===== config.mk =====
export PLATFORM = sky130hd
export DESIGN_NAME = axi_arbiter
export DESIGN_NICKNAME = d
export VERILOG_FILES = /design/src/rtl/axi_arbiter.sv
export SDC_FILE = /design/constraint.sdc
export NUM_CORES = 1
export LEC_CHECK = 0
export CAP_MARGIN = 20
export CORE_AREA = 2 2 167 169
export CTS_CLUSTER_SIZE = 20
export DETAILED_ROUTE_END_ITERATION = 10
export DIE_AREA = 0 0 169 171
export GPL_TIMING_DRIVEN = 0
export SLEW_MARGIN = 30
export SYNTH_ARGS = -nofsm -noshare
export SYNTH_HDL_FRONTEND = slang
export SYNTH_SLANG_ARGS = --single-unit

===== constraint.sdc =====
create_clock -name clock -period 1.8 [get_ports clock]
set_input_delay 0.36 -clock clock [delete_from_list [all_inputs] [get_ports clock]]
set_output_delay 0.36 -clock clock [all_outputs]
set_load 0.01 [all_outputs]

===== src/rtl/axi_arbiter.sv =====
// Two-requester AXI4 read/write arbiter: IFU (m0) reads and LSU (m1) reads/writes
// share one downstream master port, with one transaction in flight at a time.
module axi_arbiter #(
    parameter bit RR_EN = 1'b1
) (
    input  logic        clock,
    input  logic        reset,

    // m0: IFU read channel
    input  logic        m0_arvalid,
    output logic        m0_arready,
    input  logic [31:0] m0_araddr,
    input  logic [7:0]  m0_arlen,
    output logic        m0_rvalid,
    input  logic        m0_rready,
    output logic        m0_rlast,
    output logic [31:0] m0_rdata,
    output logic [1:0]  m0_rresp,

    // m1: LSU read channel
    input  logic        m1_arvalid,
    output logic        m1_arready,
    input  logic [31:0] m1_araddr,
    input  logic [7:0]  m1_arlen,
    output logic        m1_rvalid,
    input  logic        m1_rready,
    output logic        m1_rlast,
    output logic [31:0] m1_rdata,
    output logic [1:0]  m1_rresp,

    // m1: LSU write channels
    input  logic        m1_awvalid,
    output logic        m1_awready,
    input  logic [31:0] m1_awaddr,
    input  logic        m1_wvalid,
    output logic        m1_wready,
    input  logic [31:0] m1_wdata,
    input  logic [3:0]  m1_wstrb,
    output logic        m1_bvalid,
    input  logic        m1_bready,
    output logic [1:0]  m1_bresp,

    // Downstream AXI4 master port
    input  logic        io_master_awready,
    output logic        io_master_awvalid,
    output logic [31:0] io_master_awaddr,
    output logic [3:0]  io_master_awid,
    output logic [7:0]  io_master_awlen,
    output logic [2:0]  io_master_awsize,
    output logic [1:0]  io_master_awburst,
    input  logic        io_master_wready,
    output logic        io_master_wvalid,
    output logic [31:0] io_master_wdata,
    output logic [3:0]  io_master_wstrb,
    output logic        io_master_wlast,
    output logic        io_master_bready,
    input  logic        io_master_bvalid,
    input  logic [1:0]  io_master_bresp,
    input  logic [3:0]  io_master_bid,
    input  logic        io_master_arready,
    output logic        io_master_arvalid,
    output logic [31:0] io_master_araddr,
    output logic [3:0]  io_master_arid,
    output logic [7:0]  io_master_arlen,
    output logic [2:0]  io_master_arsize,
    output logic [1:0]  io_master_arburst,
    output logic        io_master_rready,
    input  logic        io_master_rvalid,
    input  logic [1:0]  io_master_rresp,
    input  logic [31:0] io_master_rdata,
    input  logic        io_master_rlast,
    input  logic [3:0]  io_master_rid
);

    typedef enum logic [1:0] {
        IDLE = 2'd0,
        RD0  = 2'd1,
        RD1  = 2'd2,
        WR1  = 2'd3
    } state_e;

    localparam logic [2:0] SIZE_4B = 3'b010;
    localparam logic [1:0] BURST_INCR = 2'b01;

    state_e state_q, state_d;
    logic   last_grant_q, last_grant_d;  // 1: m1 won the most recent read
    logic   ar_done_q, ar_done_d;
    logic   aw_done_q, aw_done_d;
    logic   w_done_q, w_done_d;
    logic   grant_m1;

    // Only one transaction is ever outstanding, so response IDs carry no information.
    logic unused_ids;
    assign unused_ids = ^{io_master_bid, io_master_rid};

    always_comb begin
        if (m0_arvalid && m1_arvalid) begin
            grant_m1 = RR_EN ? !last_grant_q : 1'b1;
        end else begin
            grant_m1 = m1_arvalid;
        end
    end

    // NOTE: sequential state is written with non-blocking assignments so every
    // register samples the pre-edge values of its peers.
    always_ff @(posedge clock) begin
        if (reset) begin
            state_q      <= IDLE;
            last_grant_q <= 1'b0;
            ar_done_q    <= 1'b0;
            aw_done_q    <= 1'b0;
            w_done_q     <= 1'b0;
        end else begin
            state_q      <= state_d;
            last_grant_q <= last_grant_d;
            ar_done_q    <= ar_done_d;
            aw_done_q    <= aw_done_d;
            w_done_q     <= w_done_d;
        end
    end

    always_comb begin
        state_d      = state_q;
        last_grant_d = last_grant_q;
        unique case (state_q)
            IDLE: begin
                if (m1_awvalid) begin
                    state_d = WR1;
                end else if (m0_arvalid || m1_arvalid) begin
                    state_d      = grant_m1 ? RD1 : RD0;
                    last_grant_d = grant_m1;
                end
            end
            RD0, RD1: begin
                if (io_master_rvalid && io_master_rready && io_master_rlast) state_d = IDLE;
            end
            WR1: begin
                if (io_master_bvalid && io_master_bready) state_d = IDLE;
            end
            default: state_d = IDLE;
        endcase

        // Address/data handshakes are remembered so a requester re-raising valid
        // mid-transaction is not forwarded a second time.
        ar_done_d = (state_q != IDLE) && (ar_done_q || (io_master_arvalid && io_master_arready));
        aw_done_d = (state_q != IDLE) && (aw_done_q || (io_master_awvalid && io_master_awready));
        w_done_d  = (state_q != IDLE) && (w_done_q  || (io_master_wvalid  && io_master_wready));
    end

    // NOTE: every output is defaulted before the case so no path leaves one
    // unassigned, which would otherwise infer a latch.
    always_comb begin
        m0_arready        = 1'b0;
        m0_rvalid         = 1'b0;
        m0_rlast          = 1'b0;
        m0_rdata          = '0;
        m0_rresp          = '0;
        m1_arready        = 1'b0;
        m1_rvalid         = 1'b0;
        m1_rlast          = 1'b0;
        m1_rdata          = '0;
        m1_rresp          = '0;
        m1_awready        = 1'b0;
        m1_wready         = 1'b0;
        m1_bvalid         = 1'b0;
        m1_bresp          = '0;
        io_master_awvalid = 1'b0;
        io_master_awaddr  = '0;
        io_master_awid    = '0;
        io_master_awlen   = '0;
        io_master_awsize  = '0;
        io_master_awburst = '0;
        io_master_wvalid  = 1'b0;
        io_master_wdata   = '0;
        io_master_wstrb   = '0;
        io_master_wlast   = 1'b0;
        io_master_bready  = 1'b0;
        io_master_arvalid = 1'b0;
        io_master_araddr  = '0;
        io_master_arid    = '0;
        io_master_arlen   = '0;
        io_master_arsize  = '0;
        io_master_arburst = '0;
        io_master_rready  = 1'b0;

        unique case (state_q)
            RD0: begin
                io_master_arvalid = m0_arvalid && !ar_done_q;
                io_master_araddr  = m0_araddr;
                io_master_arlen   = m0_arlen;
                io_master_arsize  = SIZE_4B;
                io_master_arburst = BURST_INCR;
                m0_arready        = io_master_arready && !ar_done_q;
                m0_rvalid         = io_master_rvalid;
                m0_rlast          = io_master_rlast;
                m0_rdata          = io_master_rdata;
                m0_rresp          = io_master_rresp;
                io_master_rready  = m0_rready;
            end
            RD1: begin
                io_master_arvalid = m1_arvalid && !ar_done_q;
                io_master_araddr  = m1_araddr;
                io_master_arlen   = m1_arlen;
                io_master_arsize  = SIZE_4B;
                io_master_arburst = BURST_INCR;
                m1_arready        = io_master_arready && !ar_done_q;
                m1_rvalid         = io_master_rvalid;
                m1_rlast          = io_master_rlast;
                m1_rdata          = io_master_rdata;
                m1_rresp          = io_master_rresp;
                io_master_rready  = m1_rready;
            end
            WR1: begin
                io_master_awvalid = m1_awvalid && !aw_done_q;
                io_master_awaddr  = m1_awaddr;
                io_master_awsize  = SIZE_4B;
                io_master_awburst = BURST_INCR;
                m1_awready        = io_master_awready && !aw_done_q;
                io_master_wvalid  = m1_wvalid && !w_done_q;
                io_master_wdata   = m1_wdata;
                io_master_wstrb   = m1_wstrb;
                io_master_wlast   = 1'b1;
                m1_wready         = io_master_wready && !w_done_q;
                m1_bvalid         = io_master_bvalid;
                m1_bresp          = io_master_bresp;
                io_master_bready  = m1_bready;
            end
            default: ;
        endcase
    end

endmodule


### Yosys cells after proc, flatten, opt, wreduce, memory -nomap -nowiden

Index checks and enable logic that the tools add are counted.

| word-level totals | value |
|---|---|
| output and inout bits | 219 |
| bits in registers | 6 |
| bits of input ports | 207 |

| cells by class | value |
|---|---|
| mux-type cells | 36 |
| eq/ne operators | 6 |
| bitwise operators | 1 |
| reduce and logical (&&, ||, !) cells | 30 |

Operators by type and width:

| cell | count |
|---|---|
| 2-to-1 mux 32 bit | 4 |
| case mux 32 bit (2 select lines) | 1 |
| 2-to-1 mux 2 bit | 10 |
| logical AND 1 bit | 17 |
| 2-to-1 mux 1 bit | 16 |
| case mux 8 bit (2 select lines) | 1 |
| case mux 2 bit (3 select lines) | 1 |
| AND reduction 3 bit | 2 |
| equality test 2 bit, second input constant | 2 |
| logical NOT 1 bit | 4 |
| logical OR 1 bit | 4 |
| 2-to-1 mux 4 bit | 1 |
| case mux 1 bit (2 select lines) | 2 |
| != test 3 bit, second input constant | 1 |
| equality test 2 x 1 -> 1 bit, second input constant | 1 |
| logical NOT 2 bit | 1 |
| != test 2 x 1 -> 1 bit, second input constant | 1 |
| != test 2 bit, second input constant | 1 |
| nonzero test 2 bit | 1 |
| OR reduction 2 bit | 1 |
| NOT 1 bit | 1 |

### Longest topological paths before layout

| logic depth | value |
|---|---|
| depth after elaboration | 6 |
| gate-level depth with buffers | 7 |
| depth with buffers taken out | 6 |

### Worst setup path before layout

Ideal clock, no wire load.

| path | value |
|---|---|
| kind | register to output |
| from | register state_q[0] |
| to | output io_master_araddr[0] |
| required time | 1.440 ns |
| data arrival time | 1.284 ns |
| stages on the path, launching flop included | 5 |
| slack | 0.156 ns |
| path buffers | 1 |
| path through | dfxtp_1 -> inv_1 -> ha_1 -> clkbuf_1 -> nor2b_1 |

| on the way | value |
|---|---|
| word-level cells in the longest chain between the ends | 2 |
| elaborated cells between the ends (all ways) | 3 |
| those cells by class | eq/ne: 2; mux: 1 |

Ends and longest elaborated chain:

| item | RTL line | text |
|---|---|---|
| from (decl) | 85 | `state_e state_q, state_d;` |
| from (signal assigned) | 114 | `state_q <= state_d;` |
| equality test 2 bit or equality test 2 x 1 -> 1 bit (tied branches) | 186 | `unique case (state_q)` |
| case mux 32 bit (2 select lines) * | 186 |  |
| to (decl) | 62 | `output logic [31:0] io_master_araddr,` |

Every way passes the cells marked *; elsewhere a longest branch is shown, timed or not.

### Final worst setup path

| path | value |
|---|---|
| from | register state_q[1] |
| to | output io_master_araddr[20] |

The elaborated chain is that of the path after synthesis.

==> impl_results.md <==
* Status: finished, violations left
* Failing checks: negative setup slack
* Critical path startpoint: state_q[1]$_SDFFE_PP0P_
* Clock skew at between 0.0007 and 0.0008 ns
* DR iter-0 viols at 69
* Post-synthesis register bit count at 6
* Part of the power in registers at 0.029
* Slew Viols, Final at 0
* Die height at between 150 and 200 um
* Via Count at 4103
* Post-Layout Cell Count at approximately 1100
* Wirelength per Cell at roughly 17 um
* Switching portion of total power at 0.369
* Final hold vios at 0
* Compound-cell area share of the yosys netlist at 0.165
* Clk Latency, worst-skew pair at about 0.23 ns
* # Max-Cap Violations at 0
* Xor and xnor area share after synthesis at 0
* Post-synthesis mux area share at 0.0137
* Horiz. Die Dim at about 170 um
* Initial antenna violation count at 0
* Global-route met1 utilization at 0.137
* Ant. Diodes at 0
* Simple-Gate Fraction of Synth Area at 0.590
* Placed Cells at around 1100
* Most common cell after layout, fill and taps aside: clkdlybuf4s50_1
* Worst path arrival time at 1.61 ns
* Hold path cells at 1
* R2r startpoint: state_q[0]$_SDFFE_PP0P_
* Peak Freq at between 500 and 600 MHz
* Top FF cell, synth: dfxtp_1
* Sequential element share of the synthesized area at 0.0548
* Finished Cell Area at 8030 um^2
* Via-to-Cell Ratio at 3.58
* Die area at between 20000 and 30000 um^2
* CTS buffer count at 3
* Grt met3 use at 0.0187
* GR Util All Layers at 0.118
* Worst min path class: reg -> reg
* Minimum clock period at between 1.5 and 2 ns
* Mapped Area at between 2000 and 2500 um^2
* Reg2reg setup slack at approximately 0.090 ns
* Row count at 61
* CTS H-tree depth at 1
* Critical path required time at between 1 and 1.5 ns
* Ys async rst share at 0
* Pre-antenna DRT Iters at 4
* CTS tree: yes
* Static leakage at between 3 and 4 nW
* Clock network fraction of design power at 0.052
* Initial core utilization at 0.0802
* YS warnings at 0
* Routability cong. at about 0.79
* Tcrit/Tclk final at 1.09
* Total gr overflow at 0
* First-pass GRT wire length at 25800 um
* Crit Path Class: reg -> out
* TNS Setup at -11.79 ns
* GRT busiest layer: met2
* Cells after Synth at 326
* Worst slack at placement at -0.996 ns
* M2 GR Usage at 0.233
* Syn Area/Cell at 6.72 um^2
* Layout cells sized above 1 at 0.562
* Reg2Reg Depth at 9
* Maximum fanout along the worst path at 8
* Largest family of logic cells by synthesized area: simple AND/OR/NAND/NOR gates
* CP Launch Type: register
* Post-synth EDFFs at 0
* Combinational share of power at 0.920
* Nets at approximately 1000
* RR Endpoint: ar_done_q$_SDFF_PP0_
* Area delta synth->final at 266%
* Pint at between 0.004 and 0.005 W
* Final setup vio count at approximately 180
* Synth Area in Adders at 0.0228
* DRT Wirelength at 19000 um
* CTS root buf: clkbuf_16
* Worst-case clock buffer depth at 2
* RSZ-0062 raised after global routing: yes
* Pin count of the biggest net entering global routing at 11
* Pwr Density at between 800 and 900 nW/um^2
* NetSw at around 0.0026 W
* Area of the core at between 20000 and 30000 um^2
* Drt drc at 0
* Worst setup margin at -0.169 ns
* I/O Pins at 426
* Synth cell types at 23
* IR drop worst, VDD at around 0.37 mV
* Clock transition at the registers of the reported paths at roughly 0.030 ns
* Commonest non-fill, non-tap cells in the layout: clkdlybuf4s50_1, buf_6, and2_4
* DRT antenna net count at 0
* Vias in the first global route at around 4200
* IO buf count at 395
* Crit end category: output pin
* Area post-placement at ~6700 um^2
* Clock sink count at 6
* Setup crit end: io_master_araddr[20]
* Post-DP HPWL at around 15000 um
## metal layers
metal,part of all wire,up-vias
li1,-,1967
met1,0.38,1877
met2,0.54,249
met3,0.071,10
met4,0.0088,0
met5,0,-
## state kept, by name (all words and copies together) (netlist names)
name / flops
state_q: 2
ar_done_q: 1
aw_done_q: 1
last_grant_q: 1
w_done_q: 1
## synthesized netlist by cell type (all sizes together), types with 3 or more instances
master | count | share of area
clkbuf | 16 | 0.027
and2 | 144 | 0.41
nor2b | 43 | 0.12
nand2 | 4 | 0.0068
buf | 39 | 0.12
and3b | 6 | 0.024
mux2i | 3 | 0.014
nor3 | 3 | 0.0091
dfxtp | 6 | 0.055
a22oi | 42 | 0.14
a21oi | 4 | 0.0091
ha | 4 | 0.023
nand2b | 3 | 0.0086
## cell families (layout without fill, tap and decap cells)
logic type | after synthesis | in the layout
adders and majority gates | 4 | 4
DFF | 6 | 6
and+or+nand+nor | 205 | 205
buffers and inverters | 57 | 509
other | 1 | 22
muxes | 3 | 3
AOI/OAI and AO/OA | 50 | 50
## per-stage QoR
| stage | utilization | total power [W] | hold WS, ns |
|---|---|---|---|
| after floorplan | - | 0.00185 | 0.431 |
| after global routing | 0.294 | 0.00733 | 0.531 |
| after detailed placement | 0.244 | 0.00408 | 0.467 |
| after CTS | 0.282 | 0.00637 | 0.479 |
| final | 0.294 | 0.00691 | 0.478 |
| after global placement | 0.244 | 0.00406 | 0.458 |
## cell type report
cell class / instances / area [um^2]
plain buffers: 46 / 547
clock buffers: 3 / 75.1
fillers: 2967 / 19300
inverters: 2 / 12.5
multi-input cells: 284 / 2360
flip-flops and latches: 6 / 128
well taps: 346 / 433
repair buffers: 458 / 4480
## worst max-delay path: stages (launching register included)
cell       delay [ns]
dfxtp_4          0.38
inv_4            0.05
ha_4             0.39
clkbuf_16        0.18
buf_8            0.11
nor2b_1          0.12
buf_2            0.14
## power by group through the flow
stage,sequential (W),combinational (W),clock [W]
after global placement,0.000177,0.00389,0
after floorplan,0.000174,0.00168,0
after CTS,0.000207,0.00580,0.000363
after detailed placement,0.000179,0.00390,0
final,0.000200,0.00636,0.000356
after global routing,0.000206,0.00676,0.000368
## worst min path at each step
stage | start | end | slack, ns
floorplan | reset | ar_done_q$_SDFF_PP0_ | 0.43
global placement | last_grant_q$_SDFFE_PP0P_ | last_grant_q$_SDFFE_PP0P_ | 0.46
detailed placement | last_grant_q$_SDFFE_PP0P_ | last_grant_q$_SDFFE_PP0P_ | 0.47
CTS | last_grant_q$_SDFFE_PP0P_ | last_grant_q$_SDFFE_PP0P_ | 0.48
global route | last_grant_q$_SDFFE_PP0P_ | last_grant_q$_SDFFE_PP0P_ | 0.53
finish | last_grant_q$_SDFFE_PP0P_ | last_grant_q$_SDFFE_PP0P_ | 0.48
## repair_timing
item,in CTS,in global routing
buffers inserted,36,16
pin swaps,31,13
gates resized for setup,944,261
cloned,11,6
hold endpoints to repair,0,0
endpoints found under the setup margin,199,190
hold buffers,0,0
Note: power is estimated with default switching activity, not from simulation.
